===== config.mk =====
export PLATFORM = sky130hd
export DESIGN_NAME = power_domain_ctrl
export DESIGN_NICKNAME = d
export VERILOG_FILES = /design/src/rtl/power_domain_ctrl.sv
export SDC_FILE = /design/constraint.sdc
export NUM_CORES = 1
export LEC_CHECK = 0
export CORE_AREA = 2 2 79 51
export CTS_CLUSTER_SIZE = 16
export DETAILED_ROUTE_END_ITERATION = 8
export DIE_AREA = 0 0 81 53
export GPL_ROUTABILITY_DRIVEN = 1
export SLEW_MARGIN = 20
export SYNTH_ARGS = -nofsm -noshare
export SYNTH_HDL_FRONTEND = slang
export SYNTH_SLANG_ARGS = --single-unit

===== constraint.sdc =====
create_clock -name ck -period 4.6 [get_ports ck]
set_input_delay 1.15 -clock ck [delete_from_list [all_inputs] [get_ports ck]]
set_output_delay 1.15 -clock ck [all_outputs]
set_load 0.01 [all_outputs]

===== src/rtl/power_domain_ctrl.sv =====
// power_domain_ctrl: ordered, timed power-down/up sequencer for one switchable domain (switch timeout under POWER_CTRL_SW_TIMEOUT_EN)
module power_domain_ctrl #(
    parameter int STEP_CYC   = 2,
    parameter int SW_TIMEOUT = 64
) (
    input  logic ck,
    input  logic rst,
    input  logic pwr_on_req,
    output logic pwr_on_ack,
    output logic pwr_busy,
    output logic clk_en,
    output logic iso_en,
    output logic ret_save,
    output logic ret_restore,
    output logic dom_rst,
    output logic sw_en,
    input  logic sw_ack,
    output logic sw_err
);
    typedef enum logic [3:0] {
        ON, CLK_OFF, ISO, SAVE, RST, SW_OFF, OFF, SW_ON, RESTORE, RST_REL, ISO_OFF, CLK_ON
    } state_t;

    state_t st, nxt;
    logic [7:0] cnt;
    logic step_done, tmo;

    // {clk_en, iso_en, ret_save, ret_restore, dom_rst, sw_en, pwr_on_ack, pwr_busy}
    function automatic logic [7:0] outs(input state_t s);
        logic [7:0] o;
        case (s)
            CLK_OFF: o = 8'b0_0_0_0_0_1_1_1;
            ISO:     o = 8'b0_1_0_0_0_1_1_1;
            SAVE:    o = 8'b0_1_1_0_0_1_1_1;
            RST:     o = 8'b0_1_0_0_1_1_1_1;
            SW_OFF:  o = 8'b0_1_0_0_1_0_1_1;
            OFF:     o = 8'b0_1_0_0_1_0_0_0;
            SW_ON:   o = 8'b0_1_0_0_1_1_0_1;
            RESTORE: o = 8'b0_1_0_1_1_1_0_1;
            RST_REL: o = 8'b0_1_0_0_0_1_0_1;
            ISO_OFF: o = 8'b0_0_0_0_0_1_0_1;
            CLK_ON:  o = 8'b1_0_0_0_0_1_0_1;
            default: o = 8'b1_0_0_0_0_1_1_0;
        endcase
        return o;
    endfunction

    assign step_done = cnt == 8'(STEP_CYC - 1);

`ifdef POWER_CTRL_SW_TIMEOUT_EN
    logic [15:0] tcnt;
    assign tmo = tcnt == 16'(SW_TIMEOUT - 1) && ((st == SW_OFF && sw_ack) || (st == SW_ON && !sw_ack));
    // switch-wait timer clears on every entry; sw_err latches on expiry until reset
    always_ff @(posedge ck) begin
        if (rst) begin
            tcnt   <= '0;
            sw_err <= 1'b0;
        end else begin
            tcnt   <= (nxt == st && (st == SW_OFF || st == SW_ON)) ? tcnt + 16'd1 : '0;
            sw_err <= sw_err | tmo;
        end
    end
`else
    assign tmo    = 1'b0;
    assign sw_err = SW_TIMEOUT < 1;
`endif

    // next state: request sampled only in ON/OFF, timed steps advance on step_done
    always_comb begin
        nxt = st;
        case (st)
            ON:      nxt = pwr_on_req ? ON : CLK_OFF;
            CLK_OFF: nxt = step_done ? ISO : st;
            ISO:     nxt = step_done ? SAVE : st;
            SAVE:    nxt = step_done ? RST : st;
            RST:     nxt = step_done ? SW_OFF : st;
            SW_OFF:  nxt = (!sw_ack || tmo) ? OFF : st;
            OFF:     nxt = (pwr_on_req && !sw_err) ? SW_ON : OFF;
            SW_ON:   nxt = sw_ack ? RESTORE : tmo ? OFF : st;
            RESTORE: nxt = step_done ? RST_REL : st;
            RST_REL: nxt = step_done ? ISO_OFF : st;
            ISO_OFF: nxt = step_done ? CLK_ON : st;
            CLK_ON:  nxt = step_done ? ON : st;
            default: nxt = ON;
        endcase
    end

    // state, step counter and outputs all registered from the state being entered
    always_ff @(posedge ck) begin
        if (rst) begin
            st  <= ON;
            cnt <= '0;
            {clk_en, iso_en, ret_save, ret_restore, dom_rst, sw_en, pwr_on_ack, pwr_busy} <= outs(ON);
        end else begin
            st  <= nxt;
            cnt <= (nxt != st) ? '0 : cnt + 8'd1;
            {clk_en, iso_en, ret_save, ret_restore, dom_rst, sw_en, pwr_on_ack, pwr_busy} <= outs(nxt);
        end
    end
endmodule


After elaboration in Yosys (flattened, before gate mapping)
Memories as Yosys holds them, arrays and structs flattened. A register that Yosys moved wholly into a read port is not among the register bits. Index checks and enable logic that the tools add are counted.

Add/subtract/negate cells: 1. Multiply operators: 0. Divide/modulo/power cells: 0. Order comparisons: 0. Equality and inequality tests: 13. Shifts and indexed selects: 0. Mux-type cells: 13. Bitwise gates (word level): 0. Reductions and logical operators: 2.

Operators by type and width (number): case mux 4 bit (12 select lines) (1); 2-to-1 mux 4 bit (10); equality test 4 x 3 -> 1 bit (second input constant) (4); equality test 4 bit (second input constant) (4); adder 8 x 1 -> 8 bit (second input constant) (1); equality test 4 x 2 -> 1 bit (second input constant) (2); equality test 8 x 1 -> 1 bit (second input constant) (1); equality test 4 x 1 -> 1 bit (second input constant) (1); zero test 4 bit (1); != test 4 bit (1); 2-to-1 mux 1 bit (2); OR reduction 2 bit (1).

Flip-flop bits (word level): 12. Latch bits: 0. RAM bits: 0. Memory bits (read-only): 128. Input port bits: 4. Logic and storage cells: 32. Memories kept: 1.

Memories: (no name shown) (depth 16, bits a word 8, rd ports 1, clocked after Yosys merged registers in 1, wr ports 0, line 31) `case (s)`.

Logic depth before layout (Yosys ltp)
Gate-level depths: netlist (run 1).

Depth in word-level cells: 5. Mapped depth: 10. Mapped depth without buffers: 10.

Least setup slack after synthesis (run 1)
No wires, ideal clock.

Kind: input port to flip-flop. Start: input sw_ack. End: register dom_rst. Setup time: 67 ps. Arrival time: 2672 ps. Setup slack: 1861 ps. Stages: 8. Path through: xor2_1 -> a32oi_1 -> clkbuf_1 -> and2_1 -> ha_1 -> nor2_1 -> or3_1 -> a21oi_2.

Longest elaborated chain between the ends: 2. Elaborated cells between the ends (all ways): 3. Classes of those cells: mux: 3.

RTL lines: start, declared (line 17) `input logic sw_ack,`; 2-to-1 mux 4 bit, on equally long branches (line 79, 77); case mux 4 bit (12 select lines) (*) (line 71) `case (st)`; end, declared (line 15) `output logic dom_rst,`.

Mark *: on every way between the ends. The rest lies on a longest branch, timed or not. A chain may end at the register's enable or synchronous reset.

Worst setup path after layout (run 1)
Ends and elaborated chain as after synthesis.

==> results of run 1 <==
-- state kept, by name, summed over array words and instances (netlist names) --
signal and count:
ret_save 1, clk_en 1, ret_restore 1, cnt 8, pwr_busy 1, st 4, iso_en 1, dom_rst 1
pwr_on_ack 1, sw_en 1
-- logic make-up (layout without fill, tap and decap cells) --
group | after synthesis | count (layout) | share of synthesized area [%]
and+or+nand+nor | 57 | 57 | 27.6
adders and majority gates | 5 | 5 | 5.27
DFF | 20 | 20 | 33.7
xor gates and xnor gates | 6 | 6 | 4.43
other | 1 | 1 | 0.316
muxes | 2 | 2 | 1.69
buffers and inverters | 11 | 20 | 3.90
AOI/OAI and AO/OA | 37 | 37 | 23.1
-- layer usage --
metal	track usage [%]	wire, um	vias up
met5	0	0	-
met4	3.11	25	0
met3	3.92	169	4
met2	18.5	1080	34
met1	20.0	1390	496
li1	-	-	536
-- power groups by stage --
stage          registers (mW)  logic [mW]  clock network [mW]
6_report                0.241       0.277               0.176
3_5_place_dp            0.244       0.276                   0
3_3_place_gp            0.243       0.276                   0
5_1_grt                 0.248       0.311               0.187
2_1_floorplan           0.229       0.220                   0
4_1_cts                 0.240       0.277               0.180
-- metrics by stage --
| stage | area, um^2 | hold slack [ps] | total power, mW | setup WS (ps) | instances |
|---|---|---|---|---|---|
| floorplan | 1190 | 517 | 0.449 | 1860 | 139 |
| global placement | 1330 | 541 | 0.520 | 1350 | 191 |
| detailed placement | 1330 | 575 | 0.520 | 1290 | 191 |
| CTS | 1400 | 591 | 0.696 | 1560 | 195 |
| global route | 1400 | 616 | 0.746 | 1450 | 195 |
| finish | 1400 | 580 | 0.694 | 1550 | 195 |
-- worst max-delay path: cells and delay by family --
kind | cells | cell delay, ps
buf+inv | 2 | 730
simple gates | 3 | 560
compound gates | 2 | 360
fa+ha+maj | 1 | 250
xor+xnor | 1 | 190
-- worst paths after layout --
kind	slack, ps	endpoint	from
max	1550	dom_rst$_SDFF_PP0_	sw_ack
min	580	cnt[0]$_SDFF_PP0_	cnt[0]$_SDFF_PP0_
max reg2reg	2080	dom_rst$_SDFF_PP0_	cnt[0]$_SDFF_PP0_
min reg2reg	580	cnt[0]$_SDFF_PP0_	cnt[0]$_SDFF_PP0_
-- cell type report --
type	count	area (um^2)	area share (%)
well taps	47	58.8	4.19
clock inverters	1	30.0	2.14
clock buffers	3	41.3	2.94
multi-input cells	108	741	52.8
flip-flops and latches	20	400	28.5
inverters	4	15.0	1.07
repair buffers	12	118	8.38
-- placed cells by master (no fill, tap or decap), types with 2 or more instances in the layout --
cell,synthesis,final
and2_1,4,4
inv_1,4,4
ha_1,5,5
o22ai_1,5,5
o211a_1,2,2
nor2b_1,2,2
o21a_1,2,2
xnor2_1,3,3
mux2i_1,2,2
xor2_1,3,3
nor2_1,10,10
clkbuf_8,0,3
clkdlybuf4s50_1,0,11
nand3b_1,3,3
nand3_1,10,10
o21ai_0,4,4
dfxtp_1,20,20
nor4_1,2,2
nand2_1,9,9
nand4_1,2,2
a21oi_1,6,6
nor3_1,3,3
o211ai_1,7,7
or3_1,2,2
==> results.cfg, run 1 <==
[setup_path]
reg2reg_depth = 9
cp_cell_sequence = clkdlybuf4s50_1 > xor2_1 > a32oi_1 > buf_4 > and2_1 > ha_1 > nor2_1 > or3_1 > a21oi_2
worstPathArrival_ps = 3240
crit_required_ps = 4790
endpoint_kind = flop
start_kind = input pin
slowest_delay_ps = 520
slowest_stage = clkdlybuf4s50_1
crit_fanout = 11
criticalPathCategory = in2reg

[power_and_ir_drop]
ir_drop_mv = 0.277
power_density_nw_per_um2 = 494
power.switching_mw = 0.247
combPwrFrac_pct = 39.9
swShare_pct = 35.6
internal_power_mw = 0.447
p_leak_nw = 0.509
power_frac_seq_pct = 34.8
p_clk_share_pct = 25.3

[yosys]
netlist_area_um2 = 1190
synth_common_cells = dfxtp_1, nand3_1, nor2_1
synth.area.top_cells = dfxtp_1, ha_1, o211ai_1
yosysWarningCount = 0
synth_cells = 139
ys_types = 47
async_reset_ff_share_pct = 0
yosysMostFrequentCell = dfxtp_1
yosys_register_bits = 20
yosys.area.top_type = dfxtp_1
syn-mean-instance-area_um2 = 8.54
synth_top_area_share_pct = 33.7
ys.flop_type = dfxtp_1
synth_edf_count = 0
yosysSeqAreaShare_pct = 33.7
syn_nets = 148

[place]
gp_congestion = 0.866
hpwl_um = 1910
port_buffers = 11

[global_route]
grt_pass1_vias = 926
antenna_found_initial = 0
grt_pass1_wl_um = 4390
grt_max_degree = 17
overflow = 0
grtUsageTotal_pct = 13.4

[floorplan]
die_area_um2 = 4290
rows = 17
core_area_um2 = 3530
die_w_um = 81
dieHeight_um = 53
initial_utilization_pct = 33.6
ios = 13

[timing]
fmax_mhz = 327
max_slew.worst_pin.slew_ps = 993
fin_tns_setup_ps = 0
period_share_pct = 66.4
setup_viol = 0
finClkSkew_ps = 4.06
slew_headroom_pct = 33.4
rsz0062_at_grt = false
fin_crit_ps = 3050
hold_viol_final = 0
slew_violations = 0

[route]
ant_nets = 0
vias = 1070
firstDrtPassIters = 4
routedWlPerCell_um = 13.6
wl_um = 2660
vias_per_cell = 5.49
post-route-drc-count = 0
first_iter_violations = 108

[clock_tree]
ctsRootBufferMaster = clkbuf_8
cts_max_path_buffers = 2
post_cts_resized = 0
holdBufCountCts = 0
cts_tree = built
clock_sinks = 20
cts_setup_buffers = 0
htreeDepth = 1
clk_latency_ps = 260
numCtsBuffers = 3
clk_pin_slew_ps = 70

[final_layout]
layout-drive-gt1-share_pct = 8.78
diodes = 0
fin_util_pct = 39.8
final_nets = 158
synthToLayoutAreaGrowth_pct = 18.2
num-fill-cells = 352

[outcome]
outcome = finished, final reports clean

[worst_hold_path]
hold_depth = 1
hp-class = reg2reg

[run]
maxCapViolCount = 0
(Power assumes the default switching activity.)
==> run 2, diff against run 1 <==
==> constraint.sdc (replaced) <==
create_clock -name ck -period 2.5 [get_ports ck]
set_input_delay 0.625 -clock ck [delete_from_list [all_inputs] [get_ports ck]]
set_output_delay 0.625 -clock ck [all_outputs]
set_load 0.01 [all_outputs]
==> run 2 against run 1 <==
Compared with the run above: count of clock-buffer cells in the layout is 1 higher; wire length up 5.4%; sequential share of layout area decreased by 0.72 points; largest power group unchanged.
==> results.cfg, run 2 (same netlist as run 1, synthesis figures left out) <==
[route]
vias = 1085
firstDrtPassIters = 4
vias_per_cell = 5.37
first_iter_violations = 121
wl_um = 2800
ant_nets = 0
routedWlPerCell_um = 13.9
post-route-drc-count = 0

[place]
port_buffers = 11
dp.cells = 198
pre_cts_ws_ps = -69.3
hpwl_um = 1980
gp_congestion = 0.801
dpl_cell_area_um2 = 1390

[global_route]
antenna_found_initial = 0
overflow = 0
grt_pass1_wl_um = 4750
grtUsageTotal_pct = 14.7
grt_pass1_vias = 945
grt_max_degree = 17

[run]
maxCapViolCount = 0

[clock_tree]
clk_latency_ps = 260
cts_setup_buffers = 0
clk_pin_slew_ps = 80
clock_sinks = 20
ctsRootBufferMaster = clkbuf_8
htreeDepth = 1
post_cts_resized = 0
holdBufCountCts = 0
numCtsBuffers = 3
cts_max_path_buffers = 2
cts_tree = built

[floorplan]
rows = 17
dieHeight_um = 53
core_area_um2 = 3530
die_w_um = 81
initial_utilization_pct = 33.6
ios = 13
die_area_um2 = 4290

[setup_path]
slowest_delay_ps = 440
endpoint_kind = flop
slowest_stage = clkdlybuf4s50_1
cp_cell_sequence = clkdlybuf4s50_1 > or3_1 > a21oi_1 > o211ai_1 > and2_1 > ha_1 > nand3b_1 > o2111ai_1
criticalPathCategory = in2reg
crit_family = simple AND/OR/NAND/NOR gates
r2r_setup_slack_ps = 230
crit_required_ps = 2620
worstPathArrival_ps = 2440
start_kind = input pin
crit_fanout = 6
crit_buf_inv = 1

[power_and_ir_drop]
p_leak_nw = 0.535
ir_drop_mv = 0.423
swShare_pct = 38.2
internal_power_mw = 0.778
power_frac_seq_pct = 35.2
p_clk_share_pct = 20.0
power_density_nw_per_um2 = 874
power_mw = 1.26
combPwrFrac_pct = 44.8
power.switching_mw = 0.481

[timing]
fmax_mhz = 430
period_share_pct = 93.0
worst_slack_ps = 176
fin_crit_ps = 2320
fin_tns_setup_ps = 0
rsz0062_at_grt = false
max_slew.worst_pin.slew_ps = 578
hold_viol_final = 0
slew_violations = 0
holdWs_ps = 579
finClkSkew_ps = 2.12
slew_headroom_pct = 61.4
setup_viol = 0

[final_layout]
final_common_cell = dfxtp_1
regMostFlops = cnt
final_nets = 165
largestRegisters = cnt x8, st x4
largest_reg_flops = 8
layout-drive-gt1-share_pct = 12.9
final_cell_mix = dfxtp_1, clkdlybuf4s50_1, nand3_1, nor2_1, nand2_1
diodes = 0
final_area_um2 = 1440
fin_util_pct = 40.8
stdcell_count = 202
synthToLayoutAreaGrowth_pct = 21.3

[outcome]
outcome = finished, final reports clean

[worst_hold_path]
hp-class = reg2reg
[run 2: cell count changes in the layout (fill, tap and decap cells not counted)]
cell | before | now
bufinv_16 | 1 | 0
buf_4 | 1 | 8
clkbuf_8 | 3 | 4
[run 2: path summary, 6_finish.rpt]
check	from	to	cells past startpoint
max	pwr_on_req	clk_en$_SDFF_PP1_	8
min	cnt[0]$_SDFF_PP0_	cnt[0]$_SDFF_PP0_	1
max reg2reg	cnt[0]$_SDFF_PP0_	dom_rst$_SDFF_PP0_	8
min reg2reg	cnt[0]$_SDFF_PP0_	cnt[0]$_SDFF_PP0_	1
[run 2: worst register-to-register path: stages (launching register included)]
cell	delay [ps]
dfxtp_1	410
ha_1	170
nor3b_2	310
and3_2	270
o221a_2	260
ha_1	270
nor2_1	60
or3_1	320
a21oi_2	130
[run 2: final cells by class]
type                       instances  area, um^2
clock buffer                       4        55.1
fill                             361        2090
inverter                           4        15.0
multi-input combinational        108         741
sequential                        20         400
tap                               47        58.8
timing repair buffer              19         170
[run 2: power by group through the flow]
stage          clock (mW)  combinational (mW)  sequential (mW)
6_report            0.251               0.564            0.443
5_1_grt             0.270               0.625            0.453
4_1_cts             0.261               0.557            0.442
3_5_place_dp            0               0.554            0.449
3_3_place_gp            0               0.541            0.448
2_1_floorplan           0               0.404            0.421
[run 2: per-layer routing]
metal	up-vias	share of wire, %	global-route usage [%]
li1	541	-	-
met5	-	0	0
met2	22	42	22.0
met4	0	0.57	3.39
met3	2	4.3	3.75
met1	520	53	21.0
